`src/rtl/uart_ctrl.sv`:
```
// uart_ctrl: full-duplex 8N1 UART with TX and RX FIFOs.
// A shared free-running baud tick drives both the serialiser and the oversampling receiver.
`timescale 1ns/1ps
module uart_ctrl #(
    parameter int CLK_FREQ   = 50_000_000,
    parameter int BAUD_RATE  = 9600,
    parameter int OVERSAMPLE = 16,
    parameter int FIFO_DEPTH = 16
) (
    input  logic       clk,
    input  logic       rst_n,
    input  logic       w_en,
    input  logic       r_en,
    input  logic       rxd,
    input  logic [7:0] data_in,
    output logic [7:0] data_out,
    output logic       empty,
    output logic       full,
    output logic       txd
);
    localparam int OSR = BAUD_RATE * OVERSAMPLE;
    localparam int DIV = (CLK_FREQ + OSR / 2) / OSR;
    localparam int CW  = (DIV > 1) ? $clog2(DIV) : 1;
    localparam int OW  = (OVERSAMPLE > 1) ? $clog2(OVERSAMPLE) : 1;
    localparam int AW  = $clog2(FIFO_DEPTH);
    localparam int PW  = AW + 1;

    localparam logic [CW-1:0] DIV_M1 = CW'(DIV - 1);
    localparam logic [OW-1:0] OS_M1  = OW'(OVERSAMPLE - 1);
    localparam logic [OW-1:0] OS_MID = OW'(OVERSAMPLE / 2 - 1);
    localparam logic [PW-1:0] DEPTH  = PW'(FIFO_DEPTH);

    typedef enum logic [1:0] {
        S_IDLE,
        S_START,
        S_DATA,
        S_STOP
    } state_e;

    logic [CW-1:0] baud_cnt_q, baud_cnt_d;
    logic          tick;

    logic [7:0]    tx_mem_q [FIFO_DEPTH];
    logic [PW-1:0] tx_wptr_q, tx_wptr_d;
    logic [PW-1:0] tx_rptr_q, tx_rptr_d;
    logic          tx_full_q, tx_full_d;
    logic          tx_push, tx_pop, tx_nonempty;

    state_e        tx_state_q, tx_state_d;
    logic [7:0]    tx_shift_q, tx_shift_d;
    logic [OW-1:0] tx_os_q, tx_os_d;
    logic [2:0]    tx_bit_q, tx_bit_d;
    logic          tx_bit_end;

    logic          rx_s1_q, rx_s2_q, rx_prev_q;
    state_e        rx_state_q, rx_state_d;
    logic [7:0]    rx_shift_q, rx_shift_d;
    logic [OW-1:0] rx_os_q, rx_os_d;
    logic [2:0]    rx_bit_q, rx_bit_d;
    logic          rx_push, rx_pop, rx_full;

    logic [7:0]    rx_mem_q [FIFO_DEPTH];
    logic [PW-1:0] rx_wptr_q, rx_wptr_d;
    logic [PW-1:0] rx_rptr_q, rx_rptr_d;
    logic          rx_empty_q, rx_empty_d;
    logic [7:0]    data_out_q, data_out_d;

    always_comb begin
        tick       = (baud_cnt_q == DIV_M1);
        baud_cnt_d = tick ? '0 : baud_cnt_q + 1'b1;
    end

    always_comb begin
        tx_push     = w_en && !tx_full_q;
        tx_nonempty = (tx_wptr_q != tx_rptr_q);
        tx_wptr_d   = tx_wptr_q + PW'(tx_push);
        tx_rptr_d   = tx_rptr_q + PW'(tx_pop);
        tx_full_d   = ((tx_wptr_d - tx_rptr_d) == DEPTH);
    end

    always_comb begin
        tx_state_d = tx_state_q;
        tx_shift_d = tx_shift_q;
        tx_os_d    = tx_os_q;
        tx_bit_d   = tx_bit_q;
        tx_pop     = 1'b0;
        tx_bit_end = tick && (tx_os_q == OS_M1);
        if (tick) begin
            tx_os_d = (tx_os_q == OS_M1) ? '0 : tx_os_q + 1'b1;
        end
        unique case (tx_state_q)
            S_IDLE: tx_state_d = S_IDLE;
            S_START: begin
                if (tx_bit_end) begin
                    tx_state_d = S_DATA;
                    tx_bit_d   = '0;
                end
            end
            S_DATA: begin
                if (tx_bit_end) begin
                    tx_shift_d = {1'b0, tx_shift_q[7:1]};
                    tx_bit_d   = tx_bit_q + 1'b1;
                    if (tx_bit_q == 3'd7) tx_state_d = S_STOP;
                end
            end
            S_STOP: begin
                if (tx_bit_end) tx_state_d = S_IDLE;
            end
            default: tx_state_d = S_IDLE;
        endcase
        // Reloading at the end of the stop bit keeps queued frames back-to-back.
        if ((tx_state_q == S_IDLE || (tx_state_q == S_STOP && tx_bit_end))
            && tx_nonempty) begin
            tx_pop     = 1'b1;
            tx_shift_d = tx_mem_q[tx_rptr_q[AW-1:0]];
            tx_os_d    = '0;
            tx_state_d = S_START;
        end
    end

    always_comb begin
        rx_state_d = rx_state_q;
        rx_shift_d = rx_shift_q;
        rx_os_d    = rx_os_q;
        rx_bit_d   = rx_bit_q;
        rx_push    = 1'b0;
        if (tick) begin
            rx_os_d = (rx_os_q == OS_M1) ? '0 : rx_os_q + 1'b1;
        end
        unique case (rx_state_q)
            S_IDLE: begin
                if (rx_prev_q && !rx_s2_q) begin
                    rx_state_d = S_START;
                    rx_os_d    = '0;
                end
            end
            S_START: begin
                // Half a bit in: a line back high was only a glitch.
                if (tick && rx_os_q == OS_MID) begin
                    if (rx_s2_q) begin
                        rx_state_d = S_IDLE;
                    end else begin
                        rx_state_d = S_DATA;
                        rx_os_d    = '0;
                        rx_bit_d   = '0;
                    end
                end
            end
            S_DATA: begin
                if (tick && rx_os_q == OS_M1) begin
                    rx_shift_d = {rx_s2_q, rx_shift_q[7:1]};
                    rx_bit_d   = rx_bit_q + 1'b1;
                    if (rx_bit_q == 3'd7) rx_state_d = S_STOP;
                end
            end
            S_STOP: begin
                if (tick && rx_os_q == OS_M1) begin
                    rx_state_d = S_IDLE;
                    rx_push    = rx_s2_q && !rx_full;
                end
            end
            default: rx_state_d = S_IDLE;
        endcase
    end

    always_comb begin
        rx_full    = ((rx_wptr_q - rx_rptr_q) == DEPTH);
        rx_pop     = r_en && !rx_empty_q;
        rx_wptr_d  = rx_wptr_q + PW'(rx_push);
        rx_rptr_d  = rx_rptr_q + PW'(rx_pop);
        rx_empty_d = (rx_wptr_d == rx_rptr_d);
        data_out_d = rx_pop ? rx_mem_q[rx_rptr_q[AW-1:0]] : data_out_q;
    end

    always_ff @(posedge clk) begin
        if (tx_push) tx_mem_q[tx_wptr_q[AW-1:0]] <= data_in;
        if (rx_push) rx_mem_q[rx_wptr_q[AW-1:0]] <= rx_shift_q;
    end

    always_ff @(posedge clk or negedge rst_n) begin
        if (!rst_n) begin
            baud_cnt_q <= '0;
            tx_wptr_q  <= '0;
            tx_rptr_q  <= '0;
            tx_full_q  <= 1'b0;
            tx_state_q <= S_IDLE;
            tx_shift_q <= '0;
            tx_os_q    <= '0;
            tx_bit_q   <= '0;
            rx_s1_q    <= 1'b1;
            rx_s2_q    <= 1'b1;
            rx_prev_q  <= 1'b1;
            rx_state_q <= S_IDLE;
            rx_shift_q <= '0;
            rx_os_q    <= '0;
            rx_bit_q   <= '0;
            rx_wptr_q  <= '0;
            rx_rptr_q  <= '0;
            rx_empty_q <= 1'b1;
            data_out_q <= '0;
        end else begin
            baud_cnt_q <= baud_cnt_d;
            tx_wptr_q  <= tx_wptr_d;
            tx_rptr_q  <= tx_rptr_d;
            tx_full_q  <= tx_full_d;
            tx_state_q <= tx_state_d;
            tx_shift_q <= tx_shift_d;
            tx_os_q    <= tx_os_d;
            tx_bit_q   <= tx_bit_d;
            rx_s1_q    <= rxd;
            rx_s2_q    <= rx_s1_q;
            rx_prev_q  <= rx_s2_q;
            rx_state_q <= rx_state_d;
            rx_shift_q <= rx_shift_d;
            rx_os_q    <= rx_os_d;
            rx_bit_q   <= rx_bit_d;
            rx_wptr_q  <= rx_wptr_d;
            rx_rptr_q  <= rx_rptr_d;
            rx_empty_q <= rx_empty_d;
            data_out_q <= data_out_d;
        end
    end

    assign txd = (tx_state_q == S_START) ? 1'b0 :
                 (tx_state_q == S_DATA)  ? tx_shift_q[0] : 1'b1;
    assign data_out = data_out_q;
    assign empty    = rx_empty_q;
    assign full     = tx_full_q;

endmodule

```
`config.mk`:
```
export PLATFORM = sky130hd
export DESIGN_NAME = uart_ctrl
export DESIGN_NICKNAME = d
export VERILOG_FILES = /design/src/rtl/uart_ctrl.sv
export SDC_FILE = /design/constraint.sdc
export NUM_CORES = 1
export LEC_CHECK = 0
export CAP_MARGIN = 0
export CORE_MARGIN = 10
export CORE_UTILIZATION = 25
export DETAILED_ROUTE_END_ITERATION = 10
export GPL_TIMING_DRIVEN = 1
export PLACE_DENSITY = 0.49
export SLEW_MARGIN = 20
export SYNTH_ARGS = -nofsm -noshare
export SYNTH_HDL_FRONTEND = slang
export SYNTH_SLANG_ARGS = --single-unit
```
`constraint.sdc`:
```
create_clock -name clk -period 4.3 [get_ports clk]
set_input_delay 0.86 -clock clk [delete_from_list [all_inputs] [get_ports clk]]
set_output_delay 0.86 -clock clk [all_outputs]
set_load 0.05 [all_outputs]
```
* Word level (Yosys, flattened, before mapping)
Memories as Yosys holds them, arrays and structs flattened. A register that Yosys moved wholly into a read port is not among the register bits. Cells that the tools add are included.
Storage, ports and cells: flip-flop bits (word level) 68, RAM bits 256, bits of input ports 13, output and inout port bits 11, word-level logic and storage cells 129, memories kept 2
Memories:
- rx_mem_q | depth 16, bits a word 8, rd ports 1, clocked after memory_dff 1, write ports 1, RTL line 62 | logic [7:0] rx_mem_q [FIFO_DEPTH];
- tx_mem_q | depth 16, bits a word 8, rd ports 1, clocked after memory_dff 0, write ports 1, RTL line 43 | logic [7:0] tx_mem_q [FIFO_DEPTH];
Cells by class: add/subtract/negate cells 11, equal/unequal tests 28, muxes and demuxes 42, reduce and logical (&&, ||, !) cells 28
Operator list (number):
- $mux W4 | 8
- $mux W8 | 3
- $mux W2 | 11
- $add A5 B1 Y5 | 4
- $ne A2 B2 Y1 const B | 8
- $pmux W2 S4 | 2
- $mux W3 | 5
- $pmux W3 S2 | 2
- $eq A5 B5 Y1 const B | 2
- $reduce_bool A2 Y1 | 5
- $sub A5 B5 Y5 | 2
- $add A9 B1 Y9 const B | 1
- $eq A9 B9 Y1 const B | 1
- $logic_and A1 B1 Y1 | 9
- $mux W1 | 9
- $mux W9 | 1
- $ne A3 B3 Y1 const B | 3
- $add A4 B1 Y4 const B | 2
- $eq A2 B2 Y1 const B | 4
- $eq A4 B4 Y1 const B | 2
- $pmux W4 S2 | 1
- $reduce_and A4 Y1 | 2
- $add A3 B1 Y3 const B | 2
- $eq A3 B3 Y1 const B | 2
- other kinds (11) | 18

* Depth between registers and ports, before layout
depth after elaboration 9, mapped depth 17, gate-level depth less buffers 14

* Worst setup path before layout
OpenSTA, ideal clock, no wires.
kind reg-to-reg, start register rx_rptr_q[1], end register rx_empty_q (netlist: empty), library setup time 0.096 ns, data arrival time 3.642 ns, required time 4.204 ns, path slack 0.562 ns, stages on the path, launching flop included 18, path buffers 3, period minus slack after synthesis 3.738 ns, cells stage by stage dfrtp_1 clkbuf_1 clkbuf_1 inv_1 ha_1 nor2b_1 o21a_1 or3_1 o41ai_4 buf_6 nor2_1 ha_1 ha_1 nand3_1 xnor2_1 xnor2_1 nand2_1 nor4_1
Between the ends: word-level cells in the longest chain between the ends 8, elaborated cells on any way between the ends 9, those cells by class add/sub (3); eq/ne (2); mux (2); reduce/logical (2)
RTL lines:
- start, declared | RTL line 64 | logic [PW-1:0] rx_rptr_q, rx_rptr_d;
- start signal, assigned | RTL line 218 | rx_rptr_q <= rx_rptr_d;
- $sub A5 B5 Y5 | RTL line 167 | rx_full = ((rx_wptr_q - rx_rptr_q) == DEPTH);
- $eq A5 B5 Y1 | RTL line 167
- $logic_not A1 Y1 | RTL line 159 | rx_push = rx_s2_q && !rx_full;
- $logic_and A1 B1 Y1 | RTL line 159
- $mux W1 | RTL line 157 | if (tick && rx_os_q == OS_M1) begin
- $mux W1 | RTL line 130 | unique case (rx_state_q)
- $add A5 B1 Y5 | RTL line 169 | rx_wptr_d = rx_wptr_q + PW'(rx_push);
- net rx_wptr_d[4] | RTL line 63 | logic [PW-1:0] rx_wptr_q, rx_wptr_d;
- $eq A5 B5 Y1 | RTL line 171 | rx_empty_d = (rx_wptr_d == rx_rptr_d);
- net rx_empty_d | RTL line 65 | logic rx_empty_q, rx_empty_d;
- end signal, assigned | RTL line 219 | rx_empty_q <= rx_empty_d;
- end, declared | RTL line 65
The timed path passes the listed nets, and every way through them passes these cells. A chain may end at the register's enable or synchronous reset.

* Worst setup path after layout
start register tx_state_q[0], end output port txd
Between the ends: word-level cells in the longest chain between the ends 3, elaborated cells on any way between the ends 4, those cells by class eq/ne (2); mux (2)
RTL lines:
- start, declared | RTL line 49 | state_e tx_state_q, tx_state_d;
- start signal, assigned | RTL line 206 | tx_state_q <= tx_state_d;
- $eq A2 B2 Y1 | RTL line 225 | (tx_state_q == S_DATA) ? tx_shift_q[0] : 1'b1;
- $mux W1 | RTL line 225
- $mux W1 * | RTL line 224 | assign txd = (tx_state_q == S_START) ? 1'b0 :
- end, declared | RTL line 19 | output logic txd
Mark *: on every way between the ends. The rest lies on a longest branch, timed or not.

==> run_results.csv <==
group,metric,value,unit
yosys,synth-seq-cells,332,
yosys,synth_area,13800,sq um
yosys,synthesis.instances,801,
detailed_routing,drtIter0Drc,490,
die,die_width,255,um
timing,fin_crit,3.51,ns
die,rows,86,
detailed_routing,viasPerCell,4.24,
detailed_routing,drt_pass1_iterations,4,
detailed_routing,wl_per_cell,17.2,um
clock_tree,clock_path_buffers,3,
yosys,synthFlopType,"edfxtp_1",
finish,area_growth,16.7,%
yosys,seq_area_frac_synth,69.4,%
yosys,yosysWarnings,0,
power_and_ir_drop,p_total,9.51,mW
clock_tree,cts_tree,"built",
power_and_ir_drop,p_per_area,589,nW/um^2
yosys,async_flop_share,22.9,%
die,core,55000,sq um
clock_tree,clk_latency,0.53,ns
clock_tree,post_cts_resize_count,0,
detailed_routing,finalWirelength,27700,um
yosys,synth_nets,842,
run_status,status,"finished clean",
finish,fin_area,16100,sq um
timing,finalMaxSlewViolations,0,
detailed_routing,drc,0,
finish,final_cell_mix,"edfxtp_1 (256), dfrtp_1 (70), mux4_2 (64), nand2_1 (48)",
power_and_ir_drop,clkPwrFrac,32.6,%
yosys,avgSynthCellArea,17.3,sq um
clock_tree,cts_max_level,2,
clock_tree,ctsHoldBuffers,0,
critical_path,end_kind,"output port",
power_and_ir_drop,p_int,6.65,mW
timing,rsz0062_at_grt,"false",
placed_design,place_area,15000,sq um
critical_path,crit_cells,4,
grt,grt_pass1_wl,43900,um
clock_tree,post_cts_buffers,0,
finish,final_common_cell,"edfxtp_1",
clock_tree,numCtsBuffers,35,
power_and_ir_drop,vdd_ir_drop_max,0.316,mV
die,start_util,25.2,%
critical_path,required,3.44,ns
clock_tree,clock_sinks,332,
finish,nNetsFinal,879,
critical_path,crit_arrival,2.65,ns
power_and_ir_drop,power_frac_comb,25.8,%
grt,grtUsageTotal,8.71,%
placed_design,port_buffers,23,
placed_design,dpl.hpwl,17500,um
yosys,synth_top_cell_by_area,"edfxtp_1",
critical_path,r2r_cells,13,
detailed_routing,ant_nets,0,
detailed_routing,vias,6843,
yosys,yosysTopAreaCellShare,55.6,%
finish,fin_util,29.4,%
timing,fin_skew,0.0241,ns
die,die-area,65100,sq um
critical_path,crit_chain,"inv_1 > ha_1 > a21oi_1 > clkdlybuf4s50_1",
timing,hold_slack,0.354,ns
min_path,hp-class,"primary input to asynchronous set/reset pin",
critical_path,critPathMaxFanout,12,
power_and_ir_drop,seqPwrFrac,41.6,%
grt,grt_max_degree,77,
power_and_ir_drop,p_leak,5.26,nW
flow_run,maxCapViolCount,0,
grt,globalRouteOverflowTotal,0,
grt,grt_pass1_vias,7247,
yosys,synth_edf_count,256,
timing,fmax,285,MHz
finish,drive_gt1_share,20.9,%
timing,setup_viol,0,
clock_tree,cts_root_buffer,"clkbuf_16",
die,die_h,255,um
critical_path,crit_family,"buffers and inverters",
critical_path,critical_path_buf_inv_count,2,
clock_tree,path_clk_slew,0.06,ns
yosys,synth_area_leaders,"edfxtp_1 (56%), dfrtp_1 (13%), mux4_2 (10%)",
critical_path,criticalPathCategory,"flop to output port",
placed_design,place.gp.congestion,0.749,
power_and_ir_drop,p_sw_share,30.0,%
finish,nFillCells,5441,
yosys,yosysUniqueCellTypes,64,
timing,finalHoldViolCount,0,
critical_path,cpMaxStageDelayCell,"clkdlybuf4s50_1",
timing,fin_crit_sh,81.7,%
timing,slew_headroom,36.6,%
power_and_ir_drop,switchingPower,2.86,mW
grt,antenna_found_initial,0,
critical_path,crit_path_start_kind,"flop",
die,io_pins,24,
timing,worst_pin_slew,0.948,ns
critical_path,crit_path_max_incr_delay,0.88,ns
timing,finalSetupTns,0,ns
finish,diodes,0,
## cells by family (layout without fill, tap and decap cells)
kind of cell | after synthesis | in the layout | share of synthesized area, %
flip-flops | 332 | 332 | 69.4
AND/OR/NAND/NOR | 183 | 183 | 7.29
multiplexers | 87 | 87 | 12.2
AO/OA/AOI/OAI | 70 | 70 | 4.09
buffers and inverters | 63 | 127 | 2.02
XOR/XNOR | 38 | 38 | 2.51
adder cells (fa/ha/maj) | 28 | 28 | 2.53
## final timing paths
path | from | endpoint | slack (ns)
max | tx_state_q[0] | txd | 0.79
min | rst_n | data_out[2] | 0.35
max reg2reg | rx_rptr_q[2] | empty | 1.01
min reg2reg | rx_s1_q | rx_s2_q | 0.36
max in group asynchronous | rst_n | tx_rptr_q[0] | 3.35
min in group clk | rx_s1_q | rx_s2_q | 0.36
## worst reg2reg max path, cell delays in order, from the launching register on
cell	delay (ns)
dfrtp_1	0.51
inv_2	0.38
ha_1	0.34
o21a_1	0.13
or3_1	0.35
o41ai_4	0.35
nor2_1	0.09
ha_1	0.20
ha_1	0.20
nand3_1	0.10
xnor2_1	0.16
xnor2_1	0.14
nand2_1	0.07
nor4_1	0.17
## per-stage QoR
stage,worst slack [ns],std cells
after floorplan,0.562,801
after detailed placement,1.01,1549
after global placement,1.03,1549
final,0.789,1613
after global routing,0.617,1613
after CTS,0.737,1613
## area by class of cell
type | count | area (sq um) | share of cell area [%]
Sequential cell | 332 | 9600 | 59.5
Tap cell | 748 | 936 | 5.80
Inverter | 20 | 75.1 | 0.465
Clock buffer | 43 | 927 | 5.74
Multi-Input combinational cell | 406 | 3970 | 24.6
Timing Repair Buffer | 43 | 382 | 2.36
Clock inverter | 21 | 249 | 1.54
## cell usage after synthesis, types with 4 or more instances
master,number
edfxtp_1,256
dfrtp_1,72
mux4_2,64
nand2_1,48
nor2_1,36
ha_1,28
clkbuf_1,22
nand3_1,22
nor3_1,22
inv_1,19
xor2_1,19
xnor2_1,18
a22oi_1,14
mux2i_1,12
buf_2,10
a221o_1,9
a31oi_1,9
and3_1,9
nor3_2,9
mux2_2,8
nor2b_1,7
a21oi_1,6
nand2b_1,6
buf_1,5
nand4_1,5
o21ai_0,5
buf_4,4
dfstp_2,4
## per-layer routing
| metal | part of all wire (%) | track usage (%) | vias up |
|---|---|---|---|
| li1 | - | - | 3210 |
| met1 | 47 | 11.8 | 3493 |
| met2 | 47 | 13.9 | 99 |
| met3 | 4.1 | 1.80 | 41 |
| met4 | 1.8 | 2.24 | 0 |
| met5 | 0 | 0 | - |
## flip-flops by register name, indices dropped and copies added, names as in the netlist, named ones only
register / count
rx_os_q: 4
rx_prev_q: 1
rx_rptr_q: 5
rx_mem_q: 128
rx_bit_q: 3
data_out: 8
tx_os_q: 4
rx_shift_q: 8
baud_cnt_q: 9
empty: 1
rx_s1_q: 1
rx_state_q: 1
tx_mem_q: 128
tx_state_q: 2
tx_bit_q: 3
full: 1
tx_wptr_q: 5
rx_wptr_q: 5
tx_rptr_q: 5
tx_shift_q: 8
rx_s2_q: 1
## power by group through the flow
| stage | Clock (mW) | Combinational, mW | Sequential, mW |
|---|---|---|---|
| 6_report | 3.10 | 2.46 | 3.96 |
| 5_1_grt | 3.33 | 2.75 | 4.00 |
| 4_1_cts | 3.20 | 2.53 | 3.96 |
| 3_5_place_dp | 0 | 2.52 | 4.03 |
| 3_3_place_gp | 0 | 2.52 | 4.02 |
| 2_1_floorplan | 0 | 1.84 | 4.04 |
Power figures use the tool's default switching activity.
